==> config.mk <==
export PLATFORM = sky130hd
export DESIGN_NAME = ysyx_alu_mul_pp_accum
export DESIGN_NICKNAME = d
export VERILOG_FILES = /design/src/rtl/ysyx_alu_mul_pp_accum.sv
export SDC_FILE = /design/constraint.sdc
export NUM_CORES = 1
export LEC_CHECK = 0
export CAP_MARGIN = 30
export CORE_UTILIZATION = 35
export DETAILED_ROUTE_END_ITERATION = 8
export GPL_TIMING_DRIVEN = 0
export SKIP_LAST_GASP = 1
export SLEW_MARGIN = 40
export SYNTH_ARGS = -nofsm -noshare
export SYNTH_HDL_FRONTEND = slang
export SYNTH_SLANG_ARGS = --single-unit
==> constraint.sdc <==
create_clock -name clk_i -period 3.3 [get_ports clk_i]
set_input_delay 0.33 -clock clk_i [delete_from_list [all_inputs] [get_ports clk_i]]
set_output_delay 0.33 -clock clk_i [all_outputs]
set_load 0.05 [all_outputs]
==> src/rtl/ysyx_alu_mul_pp_accum.sv <==
// Radix-4 Booth partial-product accumulator: carry-save reduction of up to NUM_PP
// pre-shifted 2*XLEN-bit partial products, then a single carry-propagate add.
module ysyx_alu_mul_pp_accum #(
  parameter int XLEN   = 64,
  parameter int NUM_PP = 33,
  parameter int CNT_W  = 6
) (
  input  logic              clk_i,
  input  logic              rst_n_i,
  input  logic              flush_i,
  input  logic              pp_valid_i,
  output logic              pp_ready_o,
  input  logic [2*XLEN-1:0] pp_data_i,
  input  logic              pp_last_i,
  output logic              res_valid_o,
  input  logic              res_ready_i,
  output logic [2*XLEN-1:0] res_o,
  output logic              busy_o
);

  localparam int W = 2 * XLEN;

  localparam logic [1:0] ST_ACC   = 2'd0;
  localparam logic [1:0] ST_FINAL = 2'd1;
  localparam logic [1:0] ST_DONE  = 2'd2;

  // Handshakes: a transfer happens on a rising edge where valid and ready are both
  // high. The producer holds data/last stable until accepted; ready never depends
  // on valid. The result side mirrors this with res_valid_o/res_ready_i.

  logic [1:0]       state_q, state_d;
  logic [W-1:0]     sum_q, sum_d;
  logic [W-1:0]     carry_q, carry_d;
  logic [W-1:0]     res_q, res_d;
  logic [CNT_W-1:0] cnt_q, cnt_d;

  // Internal observation point for checkers bound onto this block.
  logic [1:0]       state_dbg;
  assign state_dbg = state_q;

  logic         beat_acc;
  logic         beat_final;
  logic [W-1:0] csa_sum;
  logic [W-1:0] csa_maj;

  assign beat_acc   = pp_valid_i & pp_ready_o;
  assign beat_final = pp_last_i | (cnt_q == CNT_W'(NUM_PP - 1));

  // 3:2 compressor; the majority term moves up one weight and its top bit falls off.
  assign csa_sum = sum_q ^ carry_q ^ pp_data_i;
  assign csa_maj = (sum_q & carry_q) | (sum_q & pp_data_i) | (carry_q & pp_data_i);

  always_comb begin
    state_d = state_q;
    sum_d   = sum_q;
    carry_d = carry_q;
    cnt_d   = cnt_q;
    res_d   = res_q;
    if (flush_i) begin
      // Abort wins over everything; the last delivered product stays visible.
      state_d = ST_ACC;
      sum_d   = '0;
      carry_d = '0;
      cnt_d   = '0;
    end else begin
      case (state_q)
        ST_ACC: begin
          if (beat_acc) begin
            sum_d   = csa_sum;
            carry_d = {csa_maj[W-2:0], 1'b0};
            cnt_d   = cnt_q + CNT_W'(1);
            if (beat_final) state_d = ST_FINAL;
          end
        end
        ST_FINAL: begin
          res_d   = sum_q + carry_q;
          state_d = ST_DONE;
        end
        ST_DONE: begin
          if (res_ready_i) begin
            sum_d   = '0;
            carry_d = '0;
            cnt_d   = '0;
            state_d = ST_ACC;
          end
        end
        default: begin
          state_d = ST_ACC;
          sum_d   = '0;
          carry_d = '0;
          cnt_d   = '0;
        end
      endcase
    end
  end

  always_ff @(posedge clk_i or negedge rst_n_i) begin
    if (!rst_n_i) begin
      state_q <= ST_ACC;
      sum_q   <= '0;
      carry_q <= '0;
      cnt_q   <= '0;
      res_q   <= '0;
    end else begin
      state_q <= state_d;
      sum_q   <= sum_d;
      carry_q <= carry_d;
      cnt_q   <= cnt_d;
      res_q   <= res_d;
    end
  end

  assign pp_ready_o  = (state_q == ST_ACC);
  assign res_valid_o = (state_q == ST_DONE);
  assign res_o       = res_q;
  assign busy_o      = (cnt_q != '0) | (state_q != ST_ACC);

endmodule

After elaboration in Yosys (flattened, before gate mapping)
Index checks and enable logic that the tools add are counted.
W data, S select, Z words.
Storage, ports and cells
  register bits after elaboration: 392
  word-level logic and storage cells: 47
Operators by class
  add/subtract/negate cells: 2
  eq/ne operators: 7
  mux-type cells: 16
  bitwise operators: 11
  reductions and logical operators: 6
Operators by type and width (number)
  $pmux W128 S3: 2
  $mux W128: 5
  $and A127 B127 Y127: 3
  $xor A128 B128 Y128: 2
  $or A127 B127 Y127: 2
  $add A128 B128 Y128: 1
  $mux W6: 3
  $pmux W6 S3: 1
  $ne A3 B2 Y1 const B: 3
  $mux W2: 4
  $add A6 B1 Y6 const B: 1
  $eq A6 B6 Y1 const B: 1
  $pmux W2 S3: 1
  $reduce_and A3 Y1: 2
  $reduce_bool A6 Y1: 1
  $eq A2 B1 Y1 const B: 1
  $eq A2 B2 Y1 const B: 1
  $logic_not A2 Y1: 1
  $ne A2 B2 Y1 const B: 1
  $or A1 B1 Y1: 2
  $reduce_and A2 Y1: 1
  $reduce_bool A2 Y1: 1
  $and A1 B1 Y1: 1
  $not A1 Y1: 1

Longest topological paths before layout
  word-level depth: 6
  mapped depth: 14

Worst setup path after synthesis
No wires, ideal clock.
  path type: register to register
  from: reg sum_q[1]
  to: reg res_q[117] (netlist: res_o[117])
  library setup time: 0.146 ns
  data arrival time: 3.082 ns
  data required time: 3.154 ns
  setup slack: 0.072 ns
  cell stages (with the launch flop): 15
  buffers on the path: 0
  clock period less this slack: 3.228 ns
  path through: dfrtp_1 ha_1 inv_1 fa_1 nand2b_1 a21oi_2 a2bb2oi_2 a31oi_1 or4_1 a31oi_1 o31ai_2 a21oi_1 o211ai_1 mux2i_1 o311ai_0
Between the ends
  word-level cells in the longest chain between the ends: 1
RTL lines
  from (decl): RTL line 32  | logic [W-1:0] sum_q, sum_d;
  from (signal assigned): RTL line 106  | sum_q <= sum_d;
  $add A128 B128 Y128: RTL line 76  | res_d = sum_q + carry_q;
  to (signal assigned): RTL line 109  | res_q <= res_d;
  to (decl): RTL line 34  | logic [W-1:0] res_q, res_d;
Every way passes these cells.
A chain may end at the register's enable or synchronous reset.

Final worst setup path
  from: reg carry_q[1]
  to: reg res_q[117] (netlist: res_o[117])
Between the ends
  word-level cells in the longest chain between the ends: 1
RTL lines
  from (decl): RTL line 33  | logic [W-1:0] carry_q, carry_d;
  from (signal assigned): RTL line 107  | carry_q <= carry_d;
  $add A128 B128 Y128: RTL line 76
Every way passes these cells.

==> results.sh <==
export IMPL_ys_types=88
export IMPL_wire_per_inst_um=22.1
export IMPL_cts_tree="done"
export IMPL_finalCriticalPeriod_ps=3600
export IMPL_finClkSkew_ps=17.5
export IMPL_cp_max_fo=4
export IMPL_ctsLongestPathBuffers=3
export IMPL_synth_top_area_cell="dfrtp_1"
export IMPL_synth_area_um2=25300
export IMPL_start_kind="flop"
export IMPL_crit_arrival_ps=4060
export IMPL_ir_drop_uv=427
export IMPL_layout_cells_non_filler=3959
export IMPL_slew_headroom=0.432
export IMPL_timing_final_crit_share=1.09
export IMPL_clk_pin_slew_ps=60
export IMPL_muxShareOfSynthArea=0.00203
export IMPL_critPathMaxStageDelay_ps=550
export IMPL_rsz0062_at_grt="true"
export IMPL_syn2layout_area_growth_pct=29.0
export IMPL_setup_viol_count_final=36
export IMPL_drv_slew=0
export IMPL_cap_violations=0
export IMPL_violations="negative setup slack"
export IMPL_grt_usage=0.234
export IMPL_power_density_nw_per_um2=478
export IMPL_endpoint_kind="flop"
export IMPL_min_path_type="in2reg"
export IMPL_setup_ws_ps=-296
export IMPL_synth_xor_area_share=0.0405
export IMPL_start_util=0.354
export IMPL_worst_slew_pin_slew_ps=843
export IMPL_synth_top_area_share=0.386
export IMPL_drive_gt1_frac=0.131
export IMPL_synthAdderAreaFrac=0.164
export IMPL_power_leakage_nw=14.2
export IMPL_grt_pass1_wl_um=134000
export IMPL_fill_cells=6745
export IMPL_clock_latency_ps=600
export IMPL_grt_pass1_vias=22300
export IMPL_initialDrtViolationCount=1903
export IMPL_path_buf_inv=3
export IMPL_synth_simple_gate_area_share=0.124
export IMPL_chipHeight_um=271
export IMPL_worst_setup_path_type="reg2reg"
export IMPL_synth_nets=2998
export IMPL_diodes=0
export IMPL_dp_hpwl_um=66800
export IMPL_hold_viol_final=0
export IMPL_ys_top_cells_by_count="391 x dfrtp_1, 349 x nand2_1, 221 x a22o_1, 221 x o21ai_0, 199 x a21oi_1"
export IMPL_io_pins=265
export IMPL_port_buffers=263
export IMPL_yosys_warnings=0
export IMPL_yosys_register_bits=391
export IMPL_cts_buffers_inserted=46
export IMPL_path_common_cell="a31oi_4"
export IMPL_fmax_mhz=278
export IMPL_status="complete, but fails checks"
export IMPL_synth_compound_area_frac=0.248
export IMPL_wirelength_um=87600
export IMPL_syn_area_per_cell_um2=9.71
export IMPL_topRoutingLayerUsed="met4"
export IMPL_dieArea_um2=73400
export IMPL_drt_pass1_iterations=6
export IMPL_vias_per_cell=5.64
export IMPL_grt_ovfl_total=0
export IMPL_layout_nets=3365
export IMPL_route_detailed_drc=0
export IMPL_rows=98
export IMPL_ant_nets=0
export IMPL_root_buffer="clkbuf_16"
export IMPL_htree_levels=2
export IMPL_worstPathRequired_ps=3760
export IMPL_synth_cells=2608
export IMPL_drt_met1_wl_um=39400
export IMPL_wl_met3_um=4710
export IMPL_grt_max_degree=74
export IMPL_gp_congestion=0.914
export IMPL_antenna_found_initial=0
export IMPL_synth_ff_type="dfrtp_1"
export IMPL_crit_chain="ha_4 -> inv_2 -> fa_2 -> nand2b_4 -> a21oi_4 -> a2bb2oi_4 -> a31oi_4 -> or4_4 -> a31oi_4 -> buf_12 -> o31ai_4 -> a21oi_2 -> o211ai_1 -> buf_4 -> mux2i_1 -> o311ai_1"
export IMPL_yosysSeqAreaShare=0.386
export IMPL_ys_top_cells_by_area="dfrtp_1 39%, fa_1 10%, a22o_1 7.6%"
export IMPL_dr_total_vias=22300
export IMPL_synth_most_common_cell="dfrtp_1"
export IMPL_synthArstFlopShare=1.00
export IMPL_dp_cells=3829
export IMPL_met2_length_um=41100
export IMPL_dieWidth_um=271
export IMPL_coreArea_um2=71500
export IMPL_cp_top_family="compound AO/OA/AOI/OAI gates"
export IMPL_synth_top_family_by_area="compound AO/OA/AOI/OAI gates"
export IMPL_numClockSinks=391
export IMPL_utilization=0.457
export IMPL_crit_slowest_cell="or4_4"
export IMPL_synth_edf_count=0
==> area by class of cell <==
class / instances / area [um^2] / area share
clock buffers: 69 / 1360 / 0.0415
clock inverters: 13 / 126 / 0.00387
repair buffers: 351 / 3500 / 0.107
multi-input cells: 2005 / 15900 / 0.488
well taps: 950 / 1190 / 0.0364
flip-flops and latches: 391 / 9790 / 0.299
inverters: 57 / 215 / 0.00659
plain buffers: 123 / 566 / 0.0173
==> layout by cell type (no fill, tap or decap), types with 16 or more instances in the layout <==
cell type        count
a21oi_2             31
nand4_1             62
xor2_1              45
buf_6               17
o21ai_0            189
nand2_1            339
inv_1               55
nor2_1             130
clkbuf_16           46
dfrtp_1            390
xnor2_1             57
nor3_1              22
nand3_1             25
buf_4               74
a22o_1             221
o21bai_1            45
a21oi_1            159
a21o_1              70
ha_1               106
ha_2                16
fa_1               126
clkbuf_1           109
o21ai_1             41
clkdlybuf4s50_1    262
==> worst paths after layout <==
check                                       startpoint                  endpoint  slack (ps)  cells past startpoint
worst max-delay path            carry_q[1]$_DFFE_PN0P_    res_o[117]$_DFFE_PN0P_        -300                     16
worst min-delay path                           flush_i  state_dbg[1]$_DFFE_PN0P_         140                      2
worst max register to register  carry_q[1]$_DFFE_PN0P_    res_o[117]$_DFFE_PN0P_        -300                     16
worst min register to register   res_o[70]$_DFFE_PN0P_     res_o[70]$_DFFE_PN0P_         470                      2
max in group asynchronous                      rst_n_i    sum_q[102]$_DFFE_PN0P_        1670                      5
min in group asynchronous                      rst_n_i   carry_q[38]$_DFFE_PN0P_         220                      2
==> cells by family after synthesis <==
family,count (synthesis)
xor gates and xnor gates,117
adders and majority gates,256
AOI/OAI and AO/OA,926
and+or+nand+nor,701
muxes,5
DFF,391
buffers and inverters,212
==> power breakdown <==
part	total, mW	switching [mW]	leakage [nW]	internal, mW
clock	5.08	2.16	0.728	2.92
sequential	6.00	0.645	5.30	5.36
combinational	4.52	2.91	8.20	1.61
==> metrics by stage <==
stage	setup slack [ps]	total power [mW]	cell area, um^2	hold slack, ps	TNS [ps]
2_1_floorplan	72.1	8.56	25300	34.4	0
3_3_place_gp	-15400	10.4	29100	458	-6116820
3_5_place_dp	-1300	10.4	29400	231	-38860
4_1_cts	-277	15.7	31900	110	-4530
5_1_grt	-384	16.3	32700	175	-9570
6_report	-296	15.6	32700	142	-4170
==> flip-flops by register name, summed over array words and instances (netlist names) <==
signal     flops
res_o        128
state_dbg      2
cnt_q          6
sum_q        128
carry_q      127
==> per-layer routing <==
metal | global-route usage | vias to the layer above
met5 | 0 | -
met3 | 0.0308 | 133
met1 | 0.329 | 11300
met2 | 0.377 | 748
li1 | - | 10200
met4 | 0.0641 | 0
==> what timing repair did <==
action	4_1_cts	5_1_grt
hold buffers	1	0
pin swaps	62	74
gates resized for setup	162	130
hold endpoints to repair	153	0
gates cloned	0	0
setup buffers	50	37
setup endpoints to repair	79	69
No activity file was read; power rests on OpenSTA's default activity.
